--- config.mk ---
export PLATFORM = sky130hd
export DESIGN_NAME = mpc_cfg_ctrl
export DESIGN_NICKNAME = d
export VERILOG_FILES = /design/src/rtl/mpc_cfg_ctrl.sv
export SDC_FILE = /design/constraint.sdc
export NUM_CORES = 1
export LEC_CHECK = 0
export CORE_MARGIN = 2
export CORE_UTILIZATION = 34
export CTS_BUF_LIST = sky130_fd_sc_hd__clkbuf_2
export DETAILED_ROUTE_END_ITERATION = 10
export PLACE_DENSITY = 0.82
export SYNTH_ARGS = -nofsm -noshare
export SYNTH_HDL_FRONTEND = slang
export SYNTH_SLANG_ARGS = --single-unit
--- constraint.sdc ---
create_clock -name wb_clk_i -period 1.8 [get_ports wb_clk_i]
set_input_delay 0.18 -clock wb_clk_i [delete_from_list [all_inputs] [get_ports wb_clk_i]]
set_output_delay 0.18 -clock wb_clk_i [all_outputs]
set_load 0.01 [all_outputs]
--- src/rtl/mpc_cfg_ctrl.sv ---
// Macro-select controller for the multi-project chip: WB register window plus a
// drain/isolate/reset/switch/release sequencer. Optional lock bit: `MPC_CFG_LOCK_EN.
module mpc_cfg_ctrl #(
    parameter int                      user_macros    = 4,
    parameter int                      cfg_bits       = 2,
    parameter int                      WB_data_bits   = 32,
    parameter int                      WB_addr_bits   = 32,
    parameter int                      WB_select_bits = 4,
    parameter logic [WB_addr_bits-1:0] CFG_BASE       = 32'h3000_F000,
    parameter int                      GUARD_CYCLES   = 16,
    parameter int                      RST_CYCLES     = 8
) (
    input  logic                      wb_clk_i,
    input  logic                      wb_rst_i,
    input  logic                      wbs_stb_i,
    input  logic                      wbs_cyc_i,
    input  logic                      wbs_we_i,
    input  logic [WB_select_bits-1:0] wbs_sel_i,
    input  logic [WB_data_bits-1:0]   wbs_dat_i,
    input  logic [WB_addr_bits-1:0]   wbs_adr_i,
    output logic                      wbs_ack_o,
    output logic [WB_data_bits-1:0]   wbs_dat_o,
    output logic [cfg_bits-1:0]       configuration,
    output logic [user_macros-1:0]    macro_rst_o,
    output logic                      io_isolate_o,
    output logic                      busy_o
);

    localparam int                  TMR_MAX      = (GUARD_CYCLES > RST_CYCLES) ? GUARD_CYCLES : RST_CYCLES;
    localparam int                  TMR_BITS     = $clog2(TMR_MAX + 1);
    localparam logic [TMR_BITS-1:0] GUARD_LOAD   = TMR_BITS'(GUARD_CYCLES - 1);
    localparam logic [TMR_BITS-1:0] RELEASE_LOAD = TMR_BITS'(RST_CYCLES - 1);
    localparam logic [7:0]          NUM_MACROS   = 8'(user_macros);

    typedef enum logic [2:0] {
        S_IDLE,
        S_DRAIN,
        S_ISOLATE,
        S_SWITCH,
        S_RELEASE
    } state_t;

    state_t                    state_q, state_d;
    logic [TMR_BITS-1:0]       tmr_q, tmr_d;
    logic [cfg_bits-1:0]       cfg_q, pending_q, ctrl_q;
    logic                      err_q, ack_q, lock_q;
    logic [WB_data_bits-1:0]   dat_q, rd_data;

    logic                      hit, take, wr, ctrl_wr, errclr_wr, busy;
    logic                      in_range, ctrl_accept, ctrl_reject, start_switch;
    logic [1:0]                reg_idx;
    logic [7:0]                req;
    logic [cfg_bits-1:0]       new_sel;

    // A hit arriving while ack is high is only taken on the following cycle,
    // so acks can never appear back to back.
    assign hit       = wbs_stb_i & wbs_cyc_i
                     & (wbs_adr_i[WB_addr_bits-1:4] == CFG_BASE[WB_addr_bits-1:4]);
    assign take      = hit & ~ack_q;
    assign wr        = take & wbs_we_i;
    assign reg_idx   = wbs_adr_i[3:2];
    assign ctrl_wr   = wr & (reg_idx == 2'd0) & wbs_sel_i[0];
    assign errclr_wr = wr & (reg_idx == 2'd2);

    assign req          = wbs_dat_i[7:0];
    assign new_sel      = req[cfg_bits-1:0];
    assign busy         = (state_q != S_IDLE);
    assign in_range     = (req < NUM_MACROS);
    assign ctrl_reject  = ctrl_wr & (busy | lock_q | ~in_range);
    assign ctrl_accept  = ctrl_wr & ~busy & ~lock_q & in_range;
    assign start_switch = ctrl_accept & (new_sel != cfg_q);

    always_comb begin
        rd_data = '0;
        case (reg_idx)
            2'd0: rd_data[cfg_bits-1:0] = ctrl_q;
            2'd1: begin
                rd_data[cfg_bits-1:0] = cfg_q;
                rd_data[8]            = busy;
                rd_data[9]            = err_q;
                rd_data[10]           = lock_q;
            end
            default: rd_data = '0;
        endcase
    end

    // NOTE: every always_comb output gets a default first so no path can infer a latch.
    always_comb begin
        state_d      = state_q;
        tmr_d        = tmr_q;
        busy_o       = 1'b1;
        io_isolate_o = 1'b1;
        macro_rst_o  = '1;
        case (state_q)
            S_IDLE: begin
                busy_o       = 1'b0;
                io_isolate_o = 1'b0;
                macro_rst_o  = ~(user_macros'(1) << cfg_q);
                if (start_switch) state_d = S_DRAIN;
            end
            S_DRAIN: begin
                io_isolate_o = 1'b0;
                macro_rst_o  = ~(user_macros'(1) << cfg_q);
                if (!wbs_cyc_i) begin
                    state_d = S_ISOLATE;
                    tmr_d   = GUARD_LOAD;
                end
            end
            S_ISOLATE: begin
                if (tmr_q == '0) state_d = S_SWITCH;
                else             tmr_d   = tmr_q - 1'b1;
            end
            S_SWITCH: begin
                state_d = S_RELEASE;
                tmr_d   = RELEASE_LOAD;
            end
            S_RELEASE: begin
                if (tmr_q == '0) state_d = S_IDLE;
                else             tmr_d   = tmr_q - 1'b1;
            end
            default: state_d = S_IDLE;
        endcase
    end

    // NOTE: sequential state uses non-blocking assignments only, so every register
    // samples the pre-edge value of every other register.
    always_ff @(posedge wb_clk_i) begin
        if (wb_rst_i) begin
            state_q   <= S_IDLE;
            tmr_q     <= '0;
            cfg_q     <= '0;
            pending_q <= '0;
            ctrl_q    <= '0;
            err_q     <= 1'b0;
            ack_q     <= 1'b0;
            dat_q     <= '0;
        end else begin
            state_q <= state_d;
            tmr_q   <= tmr_d;
            ack_q   <= take;
            dat_q   <= (take & ~wbs_we_i) ? rd_data : '0;
            if (ctrl_accept)          ctrl_q    <= new_sel;
            if (start_switch)         pending_q <= new_sel;
            if (state_q == S_SWITCH)  cfg_q     <= pending_q;
            if (ctrl_reject)          err_q     <= 1'b1;
            else if (errclr_wr)       err_q     <= 1'b0;
        end
    end

`ifdef MPC_CFG_LOCK_EN
    // Lock is only ever set by an accepted CTRL write; only bus reset clears it.
    always_ff @(posedge wb_clk_i) begin
        if (wb_rst_i)                           lock_q <= 1'b0;
        else if (ctrl_accept && wbs_dat_i[31])  lock_q <= 1'b1;
    end
`else
    assign lock_q = 1'b0;
`endif

    assign wbs_ack_o     = ack_q;
    assign wbs_dat_o     = dat_q;
    assign configuration = cfg_q;

    logic unused_ok;
    assign unused_ok = &{1'b0, wbs_sel_i, wbs_dat_i, wbs_adr_i};

endmodule

==> After elaboration in Yosys (flattened, before gate mapping) <==
Cells that the tools add are included.
{ "op_classes": {"n_addsub": 1, "order_cmp": 1, "eq_ne": 13, "shift": 1, "muxes": 14, "n_bitwise": 20, "reduce_logical": 12} }
{ "ops": {"columns": ["op", "count"], "rows": [
  ["$eq 28x26->1 const B", 1],
  ["$pmux 3 s5", 1],
  ["$pmux 5 s3", 1],
  ["$and 1x1->1", 12],
  ["$mux 3", 4],
  ["$mux 5", 2],
  ["$ne 2x2->1 const B", 5],
  ["$lt 8x3->1 const B", 1],
  ["$eq 3x2->1 const B", 2],
  ["$not 1->1", 6],
  ["$reduce_bool 3->1", 2],
  ["$reduce_or 2->1", 3],
  ["$logic_not 5->1", 1],
  ["$sub 5x1->5 const B", 1],
  ["$mux 1", 4],
  ["$mux 4", 1],
  ["$not 4->4", 1],
  ["$pmux 2 s2", 1],
  ["$reduce_and 4->1", 1],
  ["$shl 1x2->4 const A", 1],
  ["$eq 3x1->1 const B", 1],
  ["$eq 3x3->1 const B", 1],
  ["$logic_not 3->1", 1],
  ["$reduce_and 3->1", 1],
  ["other kinds (7)", 7]
]} }
{ "word_totals": {"register_bits": 48, "input_bits": 73, "out_inout_bits": 41} }

==> Depth between registers and ports, before layout <==
Gate-level depths: netlist of run 1.
{ "logic_depth": {"ltp_word": 11, "depth_mapped": 7} }

==> Worst setup path before layout of run 1 <==
No wires, ideal clock.
{ "synth_timing": {"kind": "reg2reg", "from": "register tmr_q[0]", "to": "register tmr_q[4]", "setup_ps": 73, "t_arrival_ps": 1535, "path_slack_ps": 192, "stages_incl_launch_ff": 8, "n_path_buf": 1, "synth_period_minus_slack_ps": 1608, "cell_sequence": "dfxtp_1 > inv_1 > ha_1 > or4b_1 > clkbuf_1 > o21a_1 > a2bb2oi_1 > nor3b_2"} }
{ "synth_via": {"elab_chain_len": 3} }
{ "synth_rtl": {"columns": ["item", "line", "rtl"], "rows": [
  ["start, declared", "44", "logic [TMR_BITS-1:0] tmr_q, tmr_d;"],
  ["start signal, assigned", "139", "tmr_q <= tmr_d;"],
  ["$sub 5x1->5 or $logic_not 5->1 (tied branches)", null, null],
  ["$mux 5 or $ne 2x2->1 (tied branches)", null, null],
  ["$pmux 5 s3 or $reduce_and 3->1 (tied branches)", null, null]
]} }
Several ways; a longest one is shown, not always the timed one. The select of a mux whose other input is x is not followed.
A chain may end at the register's enable or synchronous reset.

==> Worst setup path after layout of run 1 <==
{ "layout_timing": {"from": "register state_q[2]", "to": "output macro_rst_o[0]"} }
{ "layout_via": {"elab_chain_len": 3} }
{ "layout_rtl": {"columns": ["item", "line", "rtl"], "rows": [
  ["start, declared", "43", "state_t state_q, state_d;"],
  ["start signal, assigned", "138", "state_q <= state_d;"],
  ["$eq 3x1->1 or $logic_not 3->1 (tied branches)", "94", "case (state_q)"],
  ["$reduce_or 2->1 (no source line) *", null, null],
  ["$mux 4 *", null, null],
  ["end, declared", "24", "output logic [user_macros-1:0] macro_rst_o,"]
]} }
Mark *: on every way between the ends. The rest lies on a longest branch, timed or not.

==> impl_metrics.py, run 1 <==
metrics = {
    "power_and_ir_drop": {
        "power_density_nw_per_um2": 387,
        "p_leak_nw": 0.814,
        "ir_worst_vdd_mv": 0.211,
    },
    "clock_network": {
        "h-tree-depth": 1,
        "holdBufCountCts": 0,
        "cts_sinks": 20,
        "cts_tree": "yes",
        "cts_made_buffers": 3,
        "clock_latency_ns": 0.32,
        "clockRootBuffer": "clkbuf_2",
        "clk_pin_slew_ns": 0.19,
        "cts_buffer_depth": 2,
    },
    "critical_path": {
        "reg2reg_depth": 6,
        "path_depth": 4,
        "crit_family": "simple AND/OR/NAND/NOR gates",
        "max_stage_delay_ns": 0.39,
        "arrival_ns": 1.49,
        "cp_slowest_cell": "dfxtp_4",
        "worst-path-max-fanout": 2,
        "critPathCaptureType": "output port",
        "path_cells": "nor2_2 > inv_1 > or3_1 > dlygate4sd2_1",
        "worstPathRequired_ns": 1.62,
        "cp-start-kind": "flip-flop",
        "crit_type": "flip-flop to output port",
        "crit_buf_inv": 2,
    },
    "flow_run": {
        "max_cap_viol_count": 0,
    },
    "synthesis": {
        "ys_async_sr_fraction": 0,
        "synth-main-ff-cell": "dfxtp_1",
        "syn-instance-count": 153,
        "yosysWarnings": 0,
        "post_synth_and_or_nand_nor_area_fraction": 0.345,
        "synth-seq-cells": 20,
        "yosys.area.top_type": "dfxtp_1",
        "synth_top_family_by_area": "simple AND/OR/NAND/NOR gates",
        "synthXorXnorAreaFrac": 0.0243,
        "synthMuxAreaShare": 0.0417,
        "synth-compound-area-share": 0.106,
        "yosys.area_share.adder": 0.00870,
        "synth_area_um2": 1440,
        "synth_edf_count": 0,
        "syn_avg_cell_area_um2": 9.40,
        "synth_top_area_share": 0.278,
        "ys_top_cells_by_area": "dfxtp_1, buf_4, mux2i_1, nor3_1, nor4_4",
        "synth-seq-area-share": 0.278,
        "synth_cell_types": 47,
    },
    "global_route": {
        "grt_pass1_vias": 1165,
        "use_met1": 0.145,
        "grt_max_degree": 15,
        "antenna_found_initial": 0,
        "met3_usage": 0.0263,
        "grt-ovfl-total": 0,
        "gr-max-usage-layer": "met2",
        "grt_usage": 0.125,
        "grt_use_met2": 0.225,
        "grt_pass1_wl_um": 5020,
    },
    "die": {
        "io_pins": 114,
        "die_w_um": 69.1,
        "fp.dieH_um": 69.1,
        "rows": 23,
        "die_area_um2": 4770,
        "initial_core_util": 0.357,
        "core_um2": 4030,
    },
    "timing": {
        "rsz0062_at_grt": "false",
        "setup_viol": 0,
        "final.setup.tns_ns": 0,
        "slew_violations": 0,
        "finalHoldViolCount": 0,
        "skew_ns": 0.00629,
        "fin_crit_sh": 0.928,
        "period_needed_ns": 1.67,
        "max_freq_ghz": 0.599,
    },
    "hold_path": {
        "hp-class": "flip-flop to flip-flop",
        "min_path_cells": 2,
    },
    "cells_and_area": {
        "multiInputGateArea_um2": 877,
        "nNetsFinal": 297,
        "num_antenna_cells": 0,
        "layout-drive-gt1-share": 0.185,
        "final_util": 0.515,
        "nFillCells": 394,
        "final-seq-area_um2": 408,
        "syn2layout_area_growth_pct": 44.2,
    },
    "route": {
        "drt-initial-drc-count": 67,
        "via_per_inst": 4.64,
        "dr.pass1.iters": 4,
        "wl_per_cell_um": 11.4,
        "vias": 1263,
        "drc": 0,
        "wl_um": 3110,
        "ant_nets": 0,
    },
    "placement": {
        "gp_congestion": 0.776,
        "portBuffers": 56,
        "dp_hpwl_um": 2550,
    },
    "outcome": {
        "status": "completed",
    },
}
## layer usage
layer  share of wire  vias up  routed length [um]
met3           0.059        4                 184
met1            0.41      593                1280
met5               0        -                   0
li1                -      626                   -
met4          0.0093        0                  29
met2            0.52       40                1610
## Yosys cell counts (2+ instances only)
| library cell | count |
|---|---|
| nor2b_1 | 4 |
| or2b_1 | 3 |
| and3_2 | 2 |
| o21a_1 | 2 |
| clkbuf_1 | 2 |
| mux2i_1 | 6 |
| dfxtp_1 | 20 |
| nor4_4 | 2 |
| buf_4 | 30 |
| nand3_1 | 3 |
| nor2_1 | 7 |
| buf_6 | 2 |
| a21oi_1 | 5 |
| nor3b_2 | 2 |
| nor3_1 | 11 |
| nor4_2 | 3 |
| nand3b_1 | 4 |
| xnor2_1 | 4 |
| inv_1 | 6 |
| a311oi_1 | 2 |
| nand2b_1 | 2 |
| nand2_1 | 6 |
## power breakdown
group          total [W]  switching, W  internal, W  leakage [nW]
sequential      0.000440  0.0000000278     0.000440         0.163
clock           0.000186      0.000137    0.0000483        0.0140
combinational   0.000176     0.0000686     0.000107         0.637
## cell type report
type | instances | area share
well taps | 50 | 0.0302
multi-input cells | 120 | 0.423
inverters | 6 | 0.0109
clock buffers | 3 | 0.00724
repair buffers | 72 | 0.331
clock inverters | 1 | 0.00181
flip-flops and latches | 20 | 0.197
## path summary, 6_finish.rpt
path / start / slack [ns] / endpoint
max: state_q[2] / 0.13 / macro_rst_o[0]
min: pending_q[0] / 0.48 / configuration[0]
max reg2reg: tmr_q[0] / 0.13 / tmr_q[4]
min reg2reg: pending_q[0] / 0.48 / configuration[0]
## registers in the layout, indices dropped and copies added, names as in the netlist
name / count
tmr_q: 5
wbs_dat_o: 4
state_q: 3
configuration: 2
ctrl_q: 2
pending_q: 2
err_q: 1
wbs_ack_o: 1
## through the flow
stage	hold WS (ns)	total power (W)	cells	setup slack, ns	instance area, um2
after floorplan	0.347	0.000556	180	0.192	1540
after global placement	0.446	0.000626	266	-0.151	2010
after detailed placement	0.453	0.000628	266	-0.142	2010
after CTS	0.477	0.000811	272	0.0293	2050
final	0.477	0.000802	272	0.130	2070
after global routing	0.498	0.000844	272	0.00588	2070
## what timing repair did
item | in CTS | in global routing
setup buffers | 2 | 0
resized for setup | 6 | 7
pin swaps | 0 | 1
endpoints found under the hold margin | 0 | 0
endpoints found under the setup margin | 6 | 9
## logic make-up (layout without fill, tap and decap cells)
| logic type | Yosys count | after routing |
|---|---|---|
| xor+xnor | 4 | 4 |
| compound gates | 18 | 18 |
| simple gates | 63 | 63 |
| fa+ha+maj | 1 | 1 |
| mux | 6 | 6 |
| other cells | 1 | 28 |
| flops | 20 | 20 |
| buf+inv | 40 | 82 |
## cells in the final DEF, fill, tap and decap left out, types with 3 or more instances in the layout
master,netlist,final
a21oi_1,5,5
buf_4,30,16
clkbuf_2,0,3
clkdlybuf4s50_1,0,51
conb_1,1,28
dfxtp_1,20,18
dlymetal6s2s_1,0,3
inv_1,6,6
mux2i_1,6,6
nand2_1,6,6
nand3_1,3,3
nand3b_1,4,4
nor2_1,7,6
nor2b_1,4,4
nor3_1,11,11
nor4_2,3,3
or2b_1,3,3
xnor2_1,4,4
## tightest hold or removal path, stage by stage, from the launching register on
cell and delay [ns]:
dfxtp_1 0.35, nand3_1 0.06, a21oi_1 0.05
No activity file was read; power rests on OpenSTA's default activity.
==> inputs of run 2 (changes only) <==
CORE_ASPECT_RATIO = 0.5   (was default)
==> impl_metrics.py, run 2 (synthesized netlist as in run 1, its figures left out) <==
metrics = {
    "route": {
        "wl_um": 3330,
        "vias": 1276,
        "via_per_inst": 4.69,
        "dr.pass1.iters": 4,
        "ant_nets": 0,
        "drt-initial-drc-count": 66,
        "drc": 0,
        "wl_per_cell_um": 12.2,
    },
    "critical_path": {
        "cp-start-kind": "flip-flop",
        "critPathCaptureType": "flip-flop",
        "r2r_slack_ns": 0.09,
        "worst-path-max-fanout": 5,
        "crit_type": "flip-flop to flip-flop",
        "reg2reg_depth": 6,
        "worstPathRequired_ns": 2.08,
        "arrival_ns": 1.99,
        "worstReg2RegEnd": "tmr_q[4]",
        "r2r_start": "tmr_q[0]",
    },
    "power_and_ir_drop": {
        "total_power_w": 0.000810,
        "p_leak_nw": 0.811,
        "power_density_nw_per_um2": 394,
        "ir_worst_vdd_mv": 0.145,
    },
    "cells_and_area": {
        "largest_register_ffs": 5,
        "layout-drive-gt1-share": 0.179,
        "multiInputGateArea_um2": 883,
        "final_common_cell": "clkdlybuf4s50_1",
        "nFillCells": 344,
        "regMostFlops": "tmr_q",
        "fin_area_um2": 2050,
        "num_antenna_cells": 0,
        "final-seq-area_um2": 405,
        "syn2layout_area_growth_pct": 42.7,
        "layout_common_cells": "clkdlybuf4s50_1, conb_1, dfxtp_1, buf_4, nor3_1",
        "nNetsFinal": 293,
        "final_util": 0.515,
    },
    "clock_network": {
        "cts_sinks": 20,
        "cts_setup_buffers": 0,
        "clock_latency_ns": 0.33,
        "h-tree-depth": 1,
        "cts_buffer_depth": 2,
        "clockRootBuffer": "clkbuf_2",
        "cts_made_buffers": 3,
        "clk_pin_slew_ns": 0.20,
        "holdBufCountCts": 0,
        "cts_tree": "yes",
    },
    "timing": {
        "period_needed_ns": 1.71,
        "skew_ns": 0.0153,
        "fin_crit_sh": 0.951,
        "finalHoldViolCount": 0,
        "slew_violations": 0,
        "timing.final.ws_setup_ns": 0.0881,
        "setup_viol": 0,
        "max_freq_ghz": 0.584,
    },
    "die": {
        "die_area_um2": 4800,
        "rows": 16,
        "initial_core_util": 0.361,
        "io_pins": 114,
        "core_um2": 3980,
        "fp.dieH_um": 50,
        "die_w_um": 96,
    },
    "hold_path": {
        "hp-class": "flip-flop to flip-flop",
        "min_from": "pending_q[1]",
        "holdPathEnd": "configuration[1]",
        "min_path_cells": 2,
    },
    "placement": {
        "dp_slack_ns": -0.122,
        "portBuffers": 56,
        "gp_congestion": 0.762,
        "dp_hpwl_um": 2670,
        "placedInstanceArea_um2": 2000,
    },
    "global_route": {
        "grt_pass1_vias": 1163,
        "grt_pass1_wl_um": 5380,
        "grt-ovfl-total": 0,
        "grt_usage": 0.141,
        "antenna_found_initial": 0,
        "grt_max_degree": 15,
    },
    "flow_run": {
        "max_cap_viol_count": 0,
    },
    "outcome": {
        "status": "completed",
    },
}
-- run 2: report_power, final --
part	switching [W]	internal, W
sequential	0.0000000391	0.000442
clock	0.000144	0.0000483
combinational	0.0000698	0.000106
-- run 2: worst max-delay path by stage --
| stage | startpoint | end | slack, ns | depth (start not counted) |
|---|---|---|---|---|
| after floorplan | tmr_q[0] | tmr_q[4] | 0.19 | 7 |
| after global placement | wbs_adr_i[21] | pending_q[0] | -0.10 | 5 |
| after detailed placement | wbs_dat_i[6] | pending_q[0] | -0.12 | 5 |
| after CTS | state_q[2] | macro_rst_o[3] | 0.006 | 4 |
| after global routing | tmr_q[0] | tmr_q[4] | -0.02 | 6 |
| final | tmr_q[0] | tmr_q[4] | 0.09 | 6 |
-- run 2: final cells by class --
cell class                 instances  area share
clock buffer                       3     0.00731
clock inverter                     1     0.00183
inverter                           6      0.0110
multi-input combinational        120       0.430
sequential                        20       0.197
tap                               54      0.0329
timing repair buffer              68       0.319
-- run 2: per-stage QoR --
stage / TNS [ns] / cells / hold WS [ns]
6_report: 0 / 272 / 0.475
5_1_grt: -0.0160 / 272 / 0.500
4_1_cts: 0 / 272 / 0.477
3_5_place_dp: -0.525 / 268 / 0.464
3_3_place_gp: -0.399 / 268 / 0.451
2_1_floorplan: 0 / 180 / 0.347
-- run 2: what timing repair did --
| item | 4_1_cts | 5_1_grt |
|---|---|---|
| setup endpoints to repair | 5 | 7 |
| resized for setup | 6 | 8 |
| pin swaps | 0 | 1 |
| cloned | 0 | 0 |
-- run 2: worst max-delay path, stage by stage, from the launching register on --
cell       delay, ns
dfxtp_1         0.39
inv_1           0.07
ha_2            0.22
or4b_4          0.49
o21a_1          0.18
a2bb2oi_1       0.17
nor3b_2         0.15
-- run 2: layer usage --
layer | vias up | share of wire | track usage
li1 | 622 | - | -
met1 | 594 | 0.43 | 0.179
met2 | 54 | 0.48 | 0.242
met3 | 6 | 0.070 | 0.0214
met4 | 0 | 0.016 | 0.0500
met5 | - | 0 | 0
